`src/rtl/receptor_quadro_serial.sv`:
```
// receptor_quadro_serial: receiver for an idle-high serial frame made of a
// start bit, five data bits sent LSB first, one parity bit and one stop bit.
// Every bit is sampled at mid-bit. The captured data E[4:0] and parity P are
// held on registered outputs until the next good frame, and a one-cycle
// strobe marks each update. P is passed through unchecked; the odd-parity
// checker downstream takes E/P directly.
// Optional macro RX_SINCRONIZADOR_EN: adds a two-flop synchronizer on rx,
// reset to idle (1). This delays all frame timing by two clock edges.
module receptor_quadro_serial #(
  parameter int CICLOS_POR_BIT = 4
) (
  input  logic       clk,
  input  logic       rst_n,
  input  logic       rx,
  output logic [4:0] E,
  output logic       P,
  output logic       quadro_valido,
  output logic       erro_quadro,
  output logic       ocupado
);

  localparam int METADE = CICLOS_POR_BIT / 2;
  localparam int CW     = (CICLOS_POR_BIT > 2) ? $clog2(CICLOS_POR_BIT) : 1;
  localparam logic [CW-1:0] CNT_MEIO = CW'(METADE - 1);
  localparam logic [CW-1:0] CNT_FIM  = CW'(CICLOS_POR_BIT - 1);

  typedef enum logic [2:0] {
    OCIOSO   = 3'd0,
    INICIO   = 3'd1,
    DADOS    = 3'd2,
    PARIDADE = 3'd3,
    PARADA   = 3'd4
  } estado_t;

  estado_t       estado_q, estado_d;
  logic [CW-1:0] cnt_q, cnt_d;
  logic [2:0]    bit_q, bit_d;
  logic [4:0]    sh_q, sh_d;
  logic          par_q, par_d;
  logic [4:0]    e_q, e_d;
  logic          p_q, p_d;
  logic          qv_q, qv_d;
  logic          ee_q, ee_d;
  logic          rx_f;
  logic          no_meio;
  logic          no_fim;

`ifdef RX_SINCRONIZADOR_EN
  logic [1:0] sinc_q, sinc_d;

  // Shift raw rx through the two synchronizer stages.
  always_comb begin
    sinc_d = {sinc_q[0], rx};
  end

  // Synchronizer flops; reset to the idle line level so reset cannot look like a start bit.
  always_ff @(posedge clk) begin
    if (!rst_n) sinc_q <= 2'b11;
    else        sinc_q <= sinc_d;
  end

  assign rx_f = sinc_q[1];
`else
  assign rx_f = rx;
`endif

  assign no_meio = (cnt_q == CNT_MEIO);
  assign no_fim  = (cnt_q == CNT_FIM);

  // State register plus the datapath registers that follow the frame.
  always_ff @(posedge clk) begin
    if (!rst_n) begin
      estado_q <= OCIOSO;
      cnt_q    <= '0;
      bit_q    <= '0;
      sh_q     <= '0;
      par_q    <= 1'b0;
      e_q      <= '0;
      p_q      <= 1'b0;
      qv_q     <= 1'b0;
      ee_q     <= 1'b0;
    end else begin
      estado_q <= estado_d;
      cnt_q    <= cnt_d;
      bit_q    <= bit_d;
      sh_q     <= sh_d;
      par_q    <= par_d;
      e_q      <= e_d;
      p_q      <= p_d;
      qv_q     <= qv_d;
      ee_q     <= ee_d;
    end
  end

  // Next-state logic: move one step through the frame at each mid-bit sample point.
  always_comb begin
    estado_d = estado_q;
    case (estado_q)
      OCIOSO:   if (!rx_f) estado_d = INICIO;
      INICIO:   if (no_meio) estado_d = rx_f ? OCIOSO : DADOS;
      DADOS:    if (no_fim && (bit_q == 3'd4)) estado_d = PARIDADE;
      PARIDADE: if (no_fim) estado_d = PARADA;
      PARADA:   if (no_fim) estado_d = OCIOSO;
      default:  estado_d = OCIOSO;
    endcase
  end

  // Counters, shift/parity capture and output update at the sample points.
  always_comb begin
    cnt_d = cnt_q + CW'(1);
    bit_d = bit_q;
    sh_d  = sh_q;
    par_d = par_q;
    e_d   = e_q;
    p_d   = p_q;
    qv_d  = 1'b0;
    ee_d  = 1'b0;
    case (estado_q)
      OCIOSO: begin
        cnt_d = '0;
        bit_d = '0;
      end
      INICIO: bit_d = '0;
      DADOS: begin
        if (no_fim) begin
          // The first bit received ends up in sh[0] after five right shifts.
          sh_d  = {rx_f, sh_q[4:1]};
          bit_d = bit_q + 3'd1;
          cnt_d = '0;
        end
      end
      PARIDADE: if (no_fim) par_d = rx_f;
      PARADA: begin
        if (no_fim) begin
          if (rx_f) begin
            e_d  = sh_q;
            p_d  = par_q;
            qv_d = 1'b1;
          end else begin
            ee_d = 1'b1;
          end
        end
      end
      default: cnt_d = '0;
    endcase
    // Each bit period starts counting from zero when the state changes.
    if (estado_d != estado_q) cnt_d = '0;
  end

  // Output decode: busy whenever a frame is in progress.
  always_comb begin
    ocupado = (estado_q != OCIOSO);
  end

  assign E             = e_q;
  assign P             = p_q;
  assign quadro_valido = qv_q;
  assign erro_quadro   = ee_q;

endmodule

```
`config.mk`:
```
export PLATFORM = sky130hd
export DESIGN_NAME = receptor_quadro_serial
export DESIGN_NICKNAME = d
export VERILOG_FILES = /design/src/rtl/receptor_quadro_serial.sv
export SDC_FILE = /design/constraint.sdc
export NUM_CORES = 1
export LEC_CHECK = 0
export CAP_MARGIN = 10
export CORE_MARGIN = 2
export CORE_UTILIZATION = 55
export DETAILED_ROUTE_END_ITERATION = 8
export GPL_ROUTABILITY_DRIVEN = 0
export GPL_TIMING_DRIVEN = 0
export PLACE_DENSITY = 0.79
export SLEW_MARGIN = 20
export SYNTH_ARGS = -nofsm -noshare
export SYNTH_HDL_FRONTEND = slang
export SYNTH_SLANG_ARGS = --single-unit
```
`constraint.sdc`:
```
create_clock -name clk -period 4.85 [get_ports clk]
set_clock_uncertainty 0.2 [all_clocks]
set_input_delay 0.7275 -clock clk [delete_from_list [all_inputs] [get_ports clk]]
set_output_delay 0.7275 -clock clk [all_outputs]
set_load 0.02 [all_outputs]
```
==> run_results.csv, run 1 <==
group,metric,value,unit
run_status,status,"complete, no violations",
power,pwr-share-clk,0.407,
floorplanning,initial_standard_cell_utilization_of_the_core,0.585,
synth,combinational_family_with_the_most_area_after_synthesis,"simple AND/OR/NAND/NOR gates",
setup_path,worstPathArrival,1.89,ns
setup_path,critical_path_buffer_and_inverter_count,2,
timing,grt_setup_unrepaired,"no",
placement,place_hpwl,1330,um
synth,synth.yosys.warnings,0,
setup_path,worstSetupEndpointType,"output pin",
routing,detail_route.vias_per_cell,5.28,
hold_path,start_point_of_the_worst_min_delay_path,"sh_q[0]",
timing,post-route-period-util,0.580,
placement,pre_cts_slack,2.34,ns
synth,synthesis.area_per_instance,9.10,um^2
power,power.share.sequential,0.527,
routing,route.vias.total,797,
final_layout,areaGrowthSynthToFinish,19.2,%
timing,tightestPinTransition,0.499,ns
hold_path,worstHoldPathType,"reg2reg",
power,p_leak,0.458,nW
floorplanning,std_cell_rows,15,
clock_network,cts_max_path_buffers,2,
global_route,grt_antenna_before_repair,0,
power,swShare,0.208,
final_layout,post-route-util,0.697,
synth,synth_area_leader_cell,"dfxtp_1",
placement,port_buffers,11,
timing,max_clock_freq,0.355,GHz
synth,post_synthesis_compound_gate_area_fraction,0.130,
routing,drt-wirelength-per-cell,12.4,um
global_route,overflow,0,
global_route,wire_length_of_the_first_global_routing_pass,3080,um
setup_path,required,3.92,ns
clock_network,clockRootBuffer,"clkbuf_4",
power,ir_worst_vdd,225,uV
synth,synth_most_common_cell,"dfxtp_1",
setup_path,critPathSlowestCell,"clkdlybuf4s50_1",
synth,netlist_area,1010,um^2
floorplanning,num_io_pins,12,
timing,report.final.hold_viol_count,0,
synth,synthDominantCellAreaShare,0.436,
timing,relSlewSlack,0.667,
synth,post_synth_simple_gate_area,0.235,
routing,drt.antenna.violating_nets,0,
synth,ys_seq_area_frac,0.436,
synth,area_share_of_fa_ha_maj_cells_after_synthesis,0.0496,
timing,period_needed,2.81,ns
clock_network,tritoncts,"yes",
timing,post-route-worst-setup-slack,2.04,ns
routing,drt-total-wl,1870,um
synth,ys_ff_latch,22,
final_layout,antenna-diode-count,0,
job,cap_violations,0,
clock_network,postCtsHoldBufs,0,
synth,ys_async_sr_fraction,0,
global_route,grt_usage,0.197,
timing,setup_viol,0,
final_layout,drive_gt1_frac,0.0873,
synth,synth_top_cells_by_area,"dfxtp_1, mux2i_1, nor2_1, ha_1, nand2_1",
clock_network,worst_skew_pair.late_latency,0.31,ns
hold_path,worstHoldPathCells,2,
setup_path,cp_max_fo,10,
power,internal_power,0.275,mW
clock_network,cts_sinks,22,
floorplanning,die_area,2190,um^2
final_layout,design.final.nets,134,
floorplanning,dieWidth,46.8,um
clock_network,cts.reportedPaths.clkPinSlew,0.13,ns
clock_network,cts.repair.resized,0,
routing,detail_route.first_pass.iterations,4,
global_route,vias_in_the_first_global_route,696,
power,switching_power,0.0725,mW
power,power.density_cell_area,289,nW/um^2
setup_path,worst_path_largest_cell_delay,0.62,ns
synth,ys_types,29,
setup_path,r2r_start,"cnt_q[0]",
timing,final_max_slew_viol_count,0,
clock_network,cts_buffers,3,
global_route,grt_max_degree,14,
hold_path,hold_end,"sh_q[0]",
synth,synth_common_cells,"dfxtp_1, nor2_1, nand2_1",
setup_path,worst-r2r-setup-slack,2.69,ns
setup_path,criticalPathCategory,"reg2out",
floorplanning,die_h,46.8,um
routing,dr.first_iter.drc_count,14,
setup_path,rr_endpoint,"cnt_q[0]",
floorplanning,core-area,1730,um^2
setup_path,cp_cell_sequence,"clkbuf_1 -> or3_1 -> clkdlybuf4s50_1",
synth,synth_xor_xnor_area_share,0.0173,
synth,synth_edf_count,0,
clock_network,cts_post_setup_buffers_inserted,0,
setup_path,reg2reg_depth,7,
final_layout,fillers,151,
timing,final.setup.tns,0,ns
synth,postSynthNetCount,118,
setup_path,start_kind,"flop",
synth,post_synth_inst_count,111,
setup_path,critical_path.top_delay_family,"buffers and inverters",
synth,synth_top_flop_cell,"dfxtp_1",
synth,muxShareOfSynthArea,0.0793,
routing,remaining_drc_errors,0,
clock_network,htreeDepth,1,
power,p_comb_frac,0.066,
==> placed cells by master (no fill, tap or decap), drive strengths merged <==
cell	count
o21ai	3
mux2i	8
bufinv	1
ha	4
buf	2
nand2	13
and4bb	1
o21a	2
nand2b	2
dfxtp	22
or3b	1
nor3	3
inv	4
o2111ai	1
nand4	1
a311oi	1
xnor2	1
a2111oi	2
nor2b	4
clkdlybuf4s50	11
a21oi	8
a211oi	1
nor2	15
and2	2
nor4b	1
clkbuf	7
and4	1
or3	1
nand3	2
xor2	1
==> worst max-delay path by stage <==
| stage | to | cells past startpoint | start |
|---|---|---|---|
| 2_1_floorplan | cnt_q[0] | 7 | cnt_q[0] |
| 3_5_place_dp | cnt_q[0] | 5 | rx |
| 4_1_cts | ocupado | 3 | estado_q[1] |
| 3_3_place_gp | cnt_q[0] | 5 | rx |
| 5_1_grt | ocupado | 3 | estado_q[1] |
| 6_report | ocupado | 3 | estado_q[1] |
==> worst reg2reg max path, delay by kind of cell (launching register included) <==
family          cells  cell delay, ns
flops               1            0.36
simple gates        1            0.21
fa+ha+maj           1            0.21
compound gates      3            0.80
buf+inv             2            0.27
==> metrics by stage <==
| step | instance area, um^2 | power (mW) | hold WS [ns] | std cells |
|---|---|---|---|---|
| final | 1200 | 0.348 | 0.277 | 151 |
| after global routing | 1200 | 0.359 | 0.293 | 151 |
| after CTS | 1200 | 0.349 | 0.278 | 151 |
| after detailed placement | 1150 | 0.210 | 0.257 | 147 |
| after global placement | 1150 | 0.209 | 0.249 | 147 |
| after floorplan | 1010 | 0.202 | 0.236 | 111 |
==> registers in the layout, indices dropped and copies added (netlist names), 2 cells and up <==
register	flops
sh_q	5
E	5
cnt_q	2
bit_q	3
estado_q	3
==> cell families after synthesis <==
kind of cell / after synthesis
simple gates: 47
flops: 22
xor+xnor: 2
fa+ha+maj: 4
buf+inv: 10
compound gates: 18
mux: 8
==> per-layer routing <==
layer,wire [um],up-vias,track usage
li1,-,408,-
met1,909,370,0.274
met2,876,15,0.310
met3,55,4,0.0231
met4,29,0,0.0833
met5,0,-,0
==> power by group through the flow <==
stage	combinational [mW]	clock [mW]	sequential (mW)
3_3_place_gp	0.0218	0	0.187
5_1_grt	0.0254	0.150	0.183
3_5_place_dp	0.0224	0	0.187
2_1_floorplan	0.0153	0	0.187
6_report	0.0229	0.142	0.183
4_1_cts	0.0229	0.143	0.183
==> final cells by class <==
| class | count | area, um^2 | area share |
|---|---|---|---|
| Buffer | 6 | 37.5 | 0.0312 |
| Clock buffer | 3 | 22.5 | 0.0187 |
| Clock inverter | 1 | 30.0 | 0.0249 |
| Inverter | 4 | 15.0 | 0.0125 |
| Multi-Input combinational cell | 79 | 517 | 0.429 |
| Sequential cell | 22 | 440 | 0.366 |
| Tap cell | 25 | 31.3 | 0.0260 |
| Timing Repair Buffer | 11 | 110 | 0.0915 |
(Power assumes the default switching activity.)
==> run 2: changes to the inputs <==
--- a/config.mk
+++ b/config.mk
@@ -7,11 +7,11 @@
 export LEC_CHECK = 0
 export CAP_MARGIN = 10
 export CORE_MARGIN = 2
-export CORE_UTILIZATION = 55
+export CORE_UTILIZATION = 48
 export DETAILED_ROUTE_END_ITERATION = 8
 export GPL_ROUTABILITY_DRIVEN = 0
 export GPL_TIMING_DRIVEN = 0
-export PLACE_DENSITY = 0.79
+export PLACE_DENSITY = 0.73
 export SLEW_MARGIN = 20
 export SYNTH_ARGS = -nofsm -noshare
 export SYNTH_HDL_FRONTEND = slang
==> constraint.sdc (replaced) <==
create_clock -name clk -period 2.4 [get_ports clk]
set_clock_uncertainty 0.2 [all_clocks]
set_input_delay 0.36 -clock clk [delete_from_list [all_inputs] [get_ports clk]]
set_output_delay 0.36 -clock clk [all_outputs]
set_load 0.02 [all_outputs]
==> run 2 against run 1 <==
Effect of this change:
- critical path depth grew 4
- sequential power rose by 100%
- total power up 100%
- sequential cell count unchanged
- count of clock-buffer cells in the layout unchanged
- largest power group unchanged
- hold slack hardly changed
==> run_results.csv, run 2 (same netlist as run 1, synthesis figures left out) <==
group,metric,value,unit
final_layout,design.final.nets,134,
power,power.share.sequential,0.527,
final_layout,most-common-layout-cells,"dfxtp_1, nor2_1, nand2_1",
timing,grt_setup_unrepaired,"no",
setup_path,start_kind,"flop",
floorplanning,dieWidth,49.9,um
setup_path,worst_path_largest_cell_delay,0.36,ns
power,pwr-share-clk,0.410,
setup_path,reg2reg_depth,7,
routing,route.vias.total,800,
timing,final_max_slew_viol_count,0,
clock_network,cts_post_setup_buffers_inserted,0,
power,ir_worst_vdd,374,uV
timing,relSlewSlack,0.688,
clock_network,cts_max_path_buffers,2,
timing,report.final.hold_viol_count,0,
global_route,wire_length_of_the_first_global_routing_pass,3150,um
setup_path,required,2.41,ns
routing,drt-wirelength-per-cell,12.3,um
global_route,grt_max_degree,14,
global_route,grt_usage,0.167,
timing,setup_viol,0,
final_layout,antenna-diode-count,0,
placement,place_hpwl,1420,um
final_layout,drive_gt1_frac,0.0952,
placement,pre_cts_slack,0.229,ns
final_layout,final_cell_count_no_fill,153,
setup_path,critical_path_buffer_and_inverter_count,2,
floorplanning,die_area,2490,um^2
setup_path,cp_cell_sequence,"ha_1 -> buf_6 -> and4bb_1 -> buf_6 -> a311oi_2 -> o2111ai_2 -> a2111oi_2",
routing,detail_route.first_pass.iterations,4,
job,cap_violations,0,
power,p_leak,0.475,nW
clock_network,cts.reportedPaths.clkPinSlew,0.12,ns
clock_network,cts_buffers,3,
global_route,overflow,0,
setup_path,critical_path.most_common_cell,"buf_6",
clock_network,tritoncts,"yes",
timing,period_needed,2.16,ns
setup_path,critPathSlowestCell,"dfxtp_1",
routing,dr.first_iter.drc_count,10,
setup_path,critical_path.top_delay_family,"compound AO/OA/AOI/OAI gates",
hold_path,worstHoldPathCells,2,
timing,post-route-period-util,0.899,
timing,max_clock_freq,0.464,GHz
timing,post-route-worst-setup-slack,0.243,ns
global_route,grt_antenna_before_repair,0,
power,swShare,0.209,
final_layout,fillers,173,
routing,drt-total-wl,1890,um
timing,fin_worst_hold_slack,0.277,ns
setup_path,cp_max_fo,9,
clock_network,clockRootBuffer,"clkbuf_4",
final_layout,final_common_cell,"dfxtp_1",
clock_network,htreeDepth,1,
floorplanning,std_cell_rows,16,
run_status,status,"complete, no violations",
clock_network,worst_skew_pair.late_latency,0.32,ns
floorplanning,die_h,49.9,um
floorplanning,core-area,1980,um^2
setup_path,criticalPathCategory,"reg2reg",
floorplanning,num_io_pins,12,
power,switching_power,0.147,mW
routing,remaining_drc_errors,0,
global_route,vias_in_the_first_global_route,714,
power,power.density_cell_area,581,nW/um^2
routing,detail_route.vias_per_cell,5.23,
final_layout,areaGrowthSynthToFinish,19.8,%
setup_path,worstPathArrival,2.17,ns
placement,port_buffers,11,
routing,drt.antenna.violating_nets,0,
hold_path,worstHoldPathType,"reg2reg",
power,internal_power,0.556,mW
clock_network,cts_sinks,22,
timing,tightestPinTransition,0.467,ns
setup_path,cp_num_cells,7,
power,p_comb_frac,0.064,
placement,post-place-cells,149,
setup_path,worstSetupEndpointType,"flop",
timing,final.setup.tns,0,ns
floorplanning,initial_standard_cell_utilization_of_the_core,0.509,
## run 2: final timing paths
kind | end | from | slack (ns)
hold reg to reg | sh_q[0] | sh_q[0] | 0.28
setup / recovery | cnt_q[0] | cnt_q[0] | 0.24
setup reg to reg | cnt_q[0] | cnt_q[0] | 0.24
hold / removal | sh_q[0] | sh_q[0] | 0.28
## run 2: layout make-up
class / instances / area [um^2] / share of cell area
Multi-Input combinational cell: 79 / 517 / 0.427
Sequential cell: 22 / 440 / 0.364
Timing Repair Buffer: 11 / 113 / 0.0931
Buffer: 6 / 38.8 / 0.0321
Tap cell: 27 / 33.8 / 0.0279
Clock inverter: 1 / 30.0 / 0.0248
Clock buffer: 3 / 22.5 / 0.0186
Inverter: 4 / 15.0 / 0.0124
## run 2: metrics by stage
stage          utilization  total power, mW  cell area [um^2]
4_1_cts              0.609            0.703              1210
3_3_place_gp         0.582            0.422              1150
6_report             0.610            0.703              1210
2_1_floorplan            -            0.409              1010
5_1_grt              0.610            0.724              1210
3_5_place_dp         0.582            0.423              1150
## run 2: timing repair
item / 4_1_cts / 5_1_grt
hold buffers: 0 / 0
gates resized for setup: 1 / 1
endpoints found under the setup margin: 1 / 1
pin swaps: 0 / 0
## run 2: tightest hold or removal path, stage by stage, from the launching register on
cell and delay [ns]:
dfxtp_1 0.33, nand2_1 0.05, a21oi_1 0.06
## run 2: per-layer routing
layer	wire length [um]	part of all wire	GRT usage	up-vias
met5	0	0	0	-
met1	922	0.49	0.215	379
met2	891	0.47	0.262	9
met4	24	0.013	0.0741	0
met3	49	0.026	0.0424	3
li1	-	-	-	409
## run 2: power by group through the flow
stage / Clock [mW] / Sequential [mW] / Combinational (mW)
floorplan: 0 / 0.378 / 0.0310
global placement: 0 / 0.378 / 0.0443
detailed placement: 0 / 0.378 / 0.0448
CTS: 0.288 / 0.370 / 0.0451
global route: 0.304 / 0.371 / 0.0491
finish: 0.288 / 0.370 / 0.0447
